==> src/rtl/road_sign_pkg.sv <==
// Shared road-sign definitions: display mode encodings, requester bit positions
// and the arbiter state type, used by the arbiter, road-sign top and pattern generators.
package road_sign_pkg;

    localparam int REQ_W       = 3;
    localparam int REQ_LEFT    = 0;
    localparam int REQ_RIGHT   = 1;
    localparam int REQ_WARNING = 2;

    typedef enum logic [1:0] {
        MODE_SAFE    = 2'd0,
        MODE_LEFT    = 2'd1,
        MODE_RIGHT   = 2'd2,
        MODE_WARNING = 2'd3
    } mode_e;

    typedef enum logic {
        ST_SAFE   = 1'b0,
        ST_ACTIVE = 1'b1
    } arb_state_e;

    // One-hot grant pattern that belongs to a display mode; SAFE has no owner.
    function automatic logic [REQ_W-1:0] mode_to_grant(input mode_e m);
        logic [REQ_W-1:0] g;
        g = '0;
        case (m)
            MODE_LEFT:    g[REQ_LEFT]    = 1'b1;
            MODE_RIGHT:   g[REQ_RIGHT]   = 1'b1;
            MODE_WARNING: g[REQ_WARNING] = 1'b1;
            default:      g = '0;
        endcase
        return g;
    endfunction

endpackage

==> src/rtl/sign_arbiter_if.sv <==
// Request/grant bundle between the sign arbiter (slave) and its requesters (master).
interface sign_arbiter_if;
    import road_sign_pkg::*;

    logic [REQ_W-1:0] req;
    logic             cancel;
    logic [REQ_W-1:0] grant;
    mode_e            mode;
    logic             tick;
    logic             busy;

    modport master (
        output req, cancel,
        input  grant, mode, tick, busy
    );

    modport slave (
        input  req, cancel,
        output grant, mode, tick, busy
    );

endinterface

==> src/rtl/tick_gen.sv <==
// Free-running prescaler: emits a one-cycle tick each time the count wraps
// from MAX_COUNT-1 back to 0; the first tick lands MAX_COUNT cycles after reset.
module tick_gen #(
    parameter int MAX_COUNT = 62500000
) (
    input  logic clk,
    input  logic reset_n,
    output logic tick
);

    localparam int               CNT_W = (MAX_COUNT > 1) ? $clog2(MAX_COUNT) : 1;
    localparam logic [CNT_W-1:0] LAST  = CNT_W'(MAX_COUNT - 1);

    logic [CNT_W-1:0] count;

    // NOTE: sequential state uses non-blocking assignments so every flop samples
    // the pre-edge values regardless of statement order.
    always_ff @(posedge clk or negedge reset_n) begin
        if (!reset_n) begin
            count <= '0;
            tick  <= 1'b0;
        end else if (count == LAST) begin
            count <= '0;
            tick  <= 1'b1;
        end else begin
            count <= count + 1'b1;
            tick  <= 1'b0;
        end
    end

endmodule

==> src/rtl/sign_arbiter.sv <==
// Road-sign display arbiter: grants LEFT/RIGHT/WARNING with a minimum dwell in ticks,
// WARNING preemption and cancel. Define ROUND_ROBIN_EN for fair LEFT/RIGHT ties.
module sign_arbiter
    import road_sign_pkg::*;
#(
    parameter int MAX_COUNT   = 62500000,
    parameter int DWELL_TICKS = 4
) (
    input  logic          clk,
    input  logic          reset_n,
    sign_arbiter_if.slave bus
);

    localparam logic [3:0] DWELL_MAX = 4'(DWELL_TICKS);

    arb_state_e       state;
    mode_e            mode_q;
    logic [REQ_W-1:0] grant_q;
    logic [3:0]       dwell;
    logic             tick;
    mode_e            pick_mode;
    logic             owner_req;
    logic             dwell_done;
    logic             preempt;
`ifdef ROUND_ROBIN_EN
    logic             favour_right;
`endif

    tick_gen #(
        .MAX_COUNT(MAX_COUNT)
    ) u_tick_gen (
        .clk    (clk),
        .reset_n(reset_n),
        .tick   (tick)
    );

    // NOTE: every always_comb output gets a default first so no path leaves it
    // unassigned, which would otherwise infer a latch.
    always_comb begin
        pick_mode = MODE_SAFE;
        if (bus.req[REQ_WARNING]) begin
            pick_mode = MODE_WARNING;
        end
`ifdef ROUND_ROBIN_EN
        else if (bus.req[REQ_LEFT] && bus.req[REQ_RIGHT]) begin
            pick_mode = favour_right ? MODE_RIGHT : MODE_LEFT;
        end
`endif
        else if (bus.req[REQ_LEFT]) begin
            pick_mode = MODE_LEFT;
        end else if (bus.req[REQ_RIGHT]) begin
            pick_mode = MODE_RIGHT;
        end
    end

    assign owner_req  = |(bus.req & grant_q);
    assign dwell_done = (dwell == DWELL_MAX);
    // WARNING can only be high during a LEFT/RIGHT grant if it rose after that
    // grant was made, since it always wins arbitration in SAFE.
    assign preempt    = bus.req[REQ_WARNING] && (mode_q != MODE_WARNING);

    always_ff @(posedge clk or negedge reset_n) begin
        if (!reset_n) begin
            state        <= ST_SAFE;
            mode_q       <= MODE_SAFE;
            grant_q      <= '0;
            dwell        <= '0;
`ifdef ROUND_ROBIN_EN
            favour_right <= 1'b0;
`endif
        end else if (bus.cancel) begin
            state   <= ST_SAFE;
            mode_q  <= MODE_SAFE;
            grant_q <= '0;
            dwell   <= '0;
        end else begin
            case (state)
                ST_SAFE: begin
                    if (|bus.req) begin
                        state   <= ST_ACTIVE;
                        mode_q  <= pick_mode;
                        grant_q <= mode_to_grant(pick_mode);
                        dwell   <= '0;
`ifdef ROUND_ROBIN_EN
                        if (pick_mode == MODE_LEFT) begin
                            favour_right <= 1'b1;
                        end else if (pick_mode == MODE_RIGHT) begin
                            favour_right <= 1'b0;
                        end
`endif
                    end
                end
                ST_ACTIVE: begin
                    if (preempt) begin
                        mode_q  <= MODE_WARNING;
                        grant_q <= mode_to_grant(MODE_WARNING);
                        dwell   <= '0;
                    end else if (!owner_req && dwell_done) begin
                        state   <= ST_SAFE;
                        mode_q  <= MODE_SAFE;
                        grant_q <= '0;
                        dwell   <= '0;
                    end else if (tick && !dwell_done) begin
                        dwell <= dwell + 4'd1;
                    end
                end
                default: begin
                    state   <= ST_SAFE;
                    mode_q  <= MODE_SAFE;
                    grant_q <= '0;
                    dwell   <= '0;
                end
            endcase
        end
    end

    assign bus.grant = grant_q;
    assign bus.mode  = mode_q;
    assign bus.tick  = tick;
    assign bus.busy  = (mode_q != MODE_SAFE);

endmodule
==> src/flat_wrapper.sv <==
// flat-port wrapper written by rule: the top's interface ports become plain ports
module sign_arbiter_flat import road_sign_pkg::*;
#(
    parameter int MAX_COUNT   = 62500000,
    parameter int DWELL_TICKS = 4
)
  (clk, reset_n, bus_req, bus_cancel, bus_grant, bus_mode, bus_tick, bus_busy);
  sign_arbiter_if bus_i ();
  input  logic clk;
  input  logic reset_n;
  input wire logic [$bits(bus_i.req)-1:0] bus_req;
  input wire logic [$bits(bus_i.cancel)-1:0] bus_cancel;
  output wire logic [$bits(bus_i.grant)-1:0] bus_grant;
  output wire logic [$bits(bus_i.mode)-1:0] bus_mode;
  output wire logic [$bits(bus_i.tick)-1:0] bus_tick;
  output wire logic [$bits(bus_i.busy)-1:0] bus_busy;
  assign bus_i.req = bus_req;
  assign bus_i.cancel = bus_cancel;
  assign bus_grant = bus_i.grant;
  assign bus_mode = bus_i.mode;
  assign bus_tick = bus_i.tick;
  assign bus_busy = bus_i.busy;
  sign_arbiter #(.MAX_COUNT(MAX_COUNT), .DWELL_TICKS(DWELL_TICKS)) u_core (.clk(clk), .reset_n(reset_n), .bus(bus_i));
endmodule
==> config.mk <==
export PLATFORM = sky130hd
export DESIGN_NAME = sign_arbiter_flat
export DESIGN_NICKNAME = d
export VERILOG_FILES = /design/src/rtl/road_sign_pkg.sv /design/src/rtl/sign_arbiter_if.sv /design/src/rtl/tick_gen.sv /design/src/rtl/sign_arbiter.sv /design/src/flat_wrapper.sv
export SDC_FILE = /design/constraint.sdc
export NUM_CORES = 1
export LEC_CHECK = 0
export CAP_MARGIN = 20
export CORE_ASPECT_RATIO = 0.7
export CORE_MARGIN = 1.5
export CORE_UTILIZATION = 35
export DETAILED_ROUTE_END_ITERATION = 6
export GPL_TIMING_DRIVEN = 0
export PLACE_DENSITY = 0.5
export SLEW_MARGIN = 30
export SYNTH_ARGS = -nofsm -noshare
export SYNTH_HDL_FRONTEND = slang
export SYNTH_SLANG_ARGS = --single-unit
export TNS_END_PERCENT = 5
==> constraint.sdc <==
create_clock -name clk -period 3.7 [get_ports clk]
set_input_delay 0.74 -clock clk [delete_from_list [all_inputs] [get_ports clk]]
set_output_delay 0.74 -clock clk [all_outputs]
set_load 0.01 [all_outputs]
==> results.json, run 1 <==
{
  "antenna_found_initial": 0,
  "syn_to_final_growth_pct": 16.4,
  "cts_hold_buf": 0,
  "drtIter0Drc": 102,
  "avgSynthCellArea_um2": 10.6,
  "grt-ovfl-total": 0,
  "post-route-util": 0.419,
  "multi_input_area_um2": 910,
  "setup_viol": 0,
  "intPower_uw": 569,
  "io-pin-count": 13,
  "hold_viol": 0,
  "combPwrFrac": 0.072,
  "dp_slack_ps": 1120,
  "clkTransAtPathRegs_ps": 70,
  "slew_headroom": 0.660,
  "status": "completed",
  "syn-cell-area_um2": 1870,
  "p_seq_frac": 0.566,
  "cts_tree": "built",
  "yosysWarnings": 0,
  "p_per_area_nw_per_um2": 337,
  "period_share": 0.623,
  "rows": 22,
  "power_leakage_nw": 0.985,
  "startpoint_type": "input port",
  "grt_max_degree": 25,
  "fin_crit_ps": 2300,
  "seqCellArea_um2": 926,
  "start_util": 0.360,
  "switching_share": 0.223,
  "port-buffer-count": 12,
  "grtUsageTotal": 0.138,
  "worstSetupPathType": "in2reg",
  "die_x_um": 90.3,
  "worstPathArrival_ps": 2470,
  "placed_cell_area_um2": 2090,
  "drive_gt1_frac": 0.0964,
  "reg2reg_slack_ps": 1860,
  "cts_root_buf": "clkbuf_8",
  "clock.fmax_mhz": 434,
  "wl_per_cell_um": 13.5,
  "synth_nets": 185,
  "vdd_drop_max_uv": 128,
  "die_y_um": 64.1,
  "cts.sinks": 37,
  "seq_area_frac_synth": 0.496,
  "synth_edf_count": 0,
  "worst_pin_slew_ps": 507,
  "cp.required_ps": 3870,
  "gp_congestion": 0.793,
  "drt_wl_total_mm": 3.64,
  "cts_setup_buffers": 0,
  "ys.flop_type": "dfrtp_1",
  "finalClockSkew_ps": 3.65,
  "hold_path_class": "in2async",
  "cp-end-kind": "flop",
  "cts_buffer_depth": 2,
  "fill_cells": 546,
  "timing.final.ws_setup_ps": 1400,
  "drt_pass1_iterations": 4,
  "grt_pass1_vias": 1265,
  "ant_nets": 0,
  "ctsResizeCount": 0,
  "fin_nets": 205,
  "p_sw_uw": 163,
  "yosys-top-cells-area": "dfrtp_1 (50%), xor2_1 (5.2%), xnor2_1 (4.7%)",
  "dpl.hpwl_mm": 2.64,
  "num_antenna_cells": 0,
  "rsz0062_at_grt": "no",
  "yosysTopAreaCell": "dfrtp_1",
  "critPathMaxFanout": 6,
  "cts_buffers": 5,
  "route.detailed.drc": 0,
  "synth_cell_types": 39,
  "cts_max_level": 2,
  "ys_ff_latch": 37,
  "dieArea_um2": 5780,
  "synth_top_cell_area_share": 0.496,
  "insertion_delay_ps": 280,
  "whs_ps": 354,
  "vias_per_cell": 5.06,
  "finalSetupTns_ps": 0,
  "p_clk_frac": 0.362,
  "vias": 1362,
  "design_area_um2": 2170,
  "core-area_um2": 5170,
  "async_flop_share": 1.00,
  "syn-instance-count": 176,
  "maxCapViolCount": 0,
  "grt_pass1_wl_mm": 6.15,
  "maxSlewViolCount": 0
}
cell usage in the layout, fill, tap and decap left out, types with 3 or more instances in the layout:
cell	n
dfrtp_1	37
nor2_1	22
nand3_1	12
nand2_1	12
xor2_1	11
clkdlybuf4s50_1	11
xnor2_1	10
nand4_1	8
o21ai_1	5
inv_1	5
a22o_1	5
clkbuf_8	5
clkbuf_1	4
and3_1	4
nand2b_1	3
and4_1	3
nor3_1	3
nand3b_1	3
a21o_1	3
ha_1	3
area by class of cell:
type / instances / share of cell area
Multi-Input combinational cell: 132 / 0.419
Inverter: 5 / 0.00865
Sequential cell: 37 / 0.427
Tap cell: 72 / 0.0415
Buffer: 2 / 0.00519
Clock buffer: 8 / 0.0369
Timing Repair Buffer: 13 / 0.0622
cell usage after synthesis, drive strengths merged (2+ instances only):
cell / n
or2: 3
nand2b: 3
nor3b: 2
nand3b: 3
xnor2: 10
nand4: 9
xor2: 11
nand2: 12
and3: 4
inv: 5
ha: 3
dfrtp: 37
a22o: 5
o21ai: 5
nor4b: 2
nor2b: 2
nor4: 2
nor3: 4
nand3: 13
and4: 3
a21o: 3
nor2: 24
cell families (layout without fill, tap and decap cells):
group           Yosys count  after routing  share of synthesized area
fa+ha+maj                 3              3                     0.0201
xor+xnor                 21             21                     0.0986
mux                       1              1                    0.00537
buf+inv                   7             28                     0.0161
flops                    37             37                      0.496
simple gates             88             88                      0.285
compound gates           19             19                     0.0785
worst max-delay path, cell delays in order:
cell and delay (ps):
clkdlybuf4s50_1 500, a222oi_1 440, nand2_1 200, a31oi_2 260, o21ai_1 130, a22o_1 200
state kept, by name (all words and copies together), names as in the netlist:
signal	flops
u_core.dwell	4
u_core.bus.grant	3
u_core.u_tick_gen.count	26
u_core.bus.mode	2
u_core.u_tick_gen.tick	1
u_core.state	1
per-layer routing:
metal / GRT usage / vias up / wire length [um]
met2: 0.177 / 20 / 1460
met3: 0.0357 / 7 / 131
met5: 0 / - / 0
li1: - / 664 / -
met4: 0.0615 / 0 / 50
met1: 0.210 / 671 / 2000
metrics by stage:
stage | std cells | power [mW]
after floorplan | 176 | 0.443
after global placement | 260 | 0.473
after detailed placement | 261 | 0.476
after CTS | 269 | 0.746
after global routing | 269 | 0.775
final | 269 | 0.733
power by group through the flow:
stage | Clock, mW | Sequential [mW] | Combinational (mW)
floorplan | 0 | 0.423 | 0.0193
global placement | 0 | 0.422 | 0.0511
detailed placement | 0 | 0.422 | 0.0539
CTS | 0.278 | 0.414 | 0.0540
global route | 0.301 | 0.415 | 0.0589
finish | 0.265 | 0.415 | 0.0529
path summary, 6_finish.rpt:
path / start / endpoint / cells past startpoint
worst max register to register: u_core.u_tick_gen.count[0]$_DFF_PN0_ / u_core.u_tick_gen.count[10]$_DFF_PN0_ / 5
worst max-delay path: bus_req[0] / u_core.dwell[2]$_DFFE_PN0P_ / 6
worst min-delay path: reset_n / u_core.u_tick_gen.count[16]$_DFF_PN0_ / 1
min in group clk: u_core.u_tick_gen.count[24]$_DFF_PN0_ / u_core.u_tick_gen.count[24]$_DFF_PN0_ / 1
max in group asynchronous: reset_n / u_core.u_tick_gen.tick$_DFF_PN0_ / 2
worst min register to register: u_core.u_tick_gen.count[24]$_DFF_PN0_ / u_core.u_tick_gen.count[24]$_DFF_PN0_ / 1
No activity file was read; power rests on OpenSTA's default activity.
==> inputs of run 2 (changes only) <==
Clock period 3.7 ns to 2.15 ns, I/O delays scaled along.
==> results of run 2 <==
Same layout as run 1 (identical final DEF). Status: completed.
Among the figures that moved: setup slack after placement 1120 ps -> -123 ps; setup slack after layout 1400 ps -> 156 ps; hold slack 354 ps -> 43.6 ps; register-to-register setup slack 1860 ps -> 310 ps; total power 0.733 mW -> 1.26 mW; worst IR drop on VDD 128 uV -> 220 uV
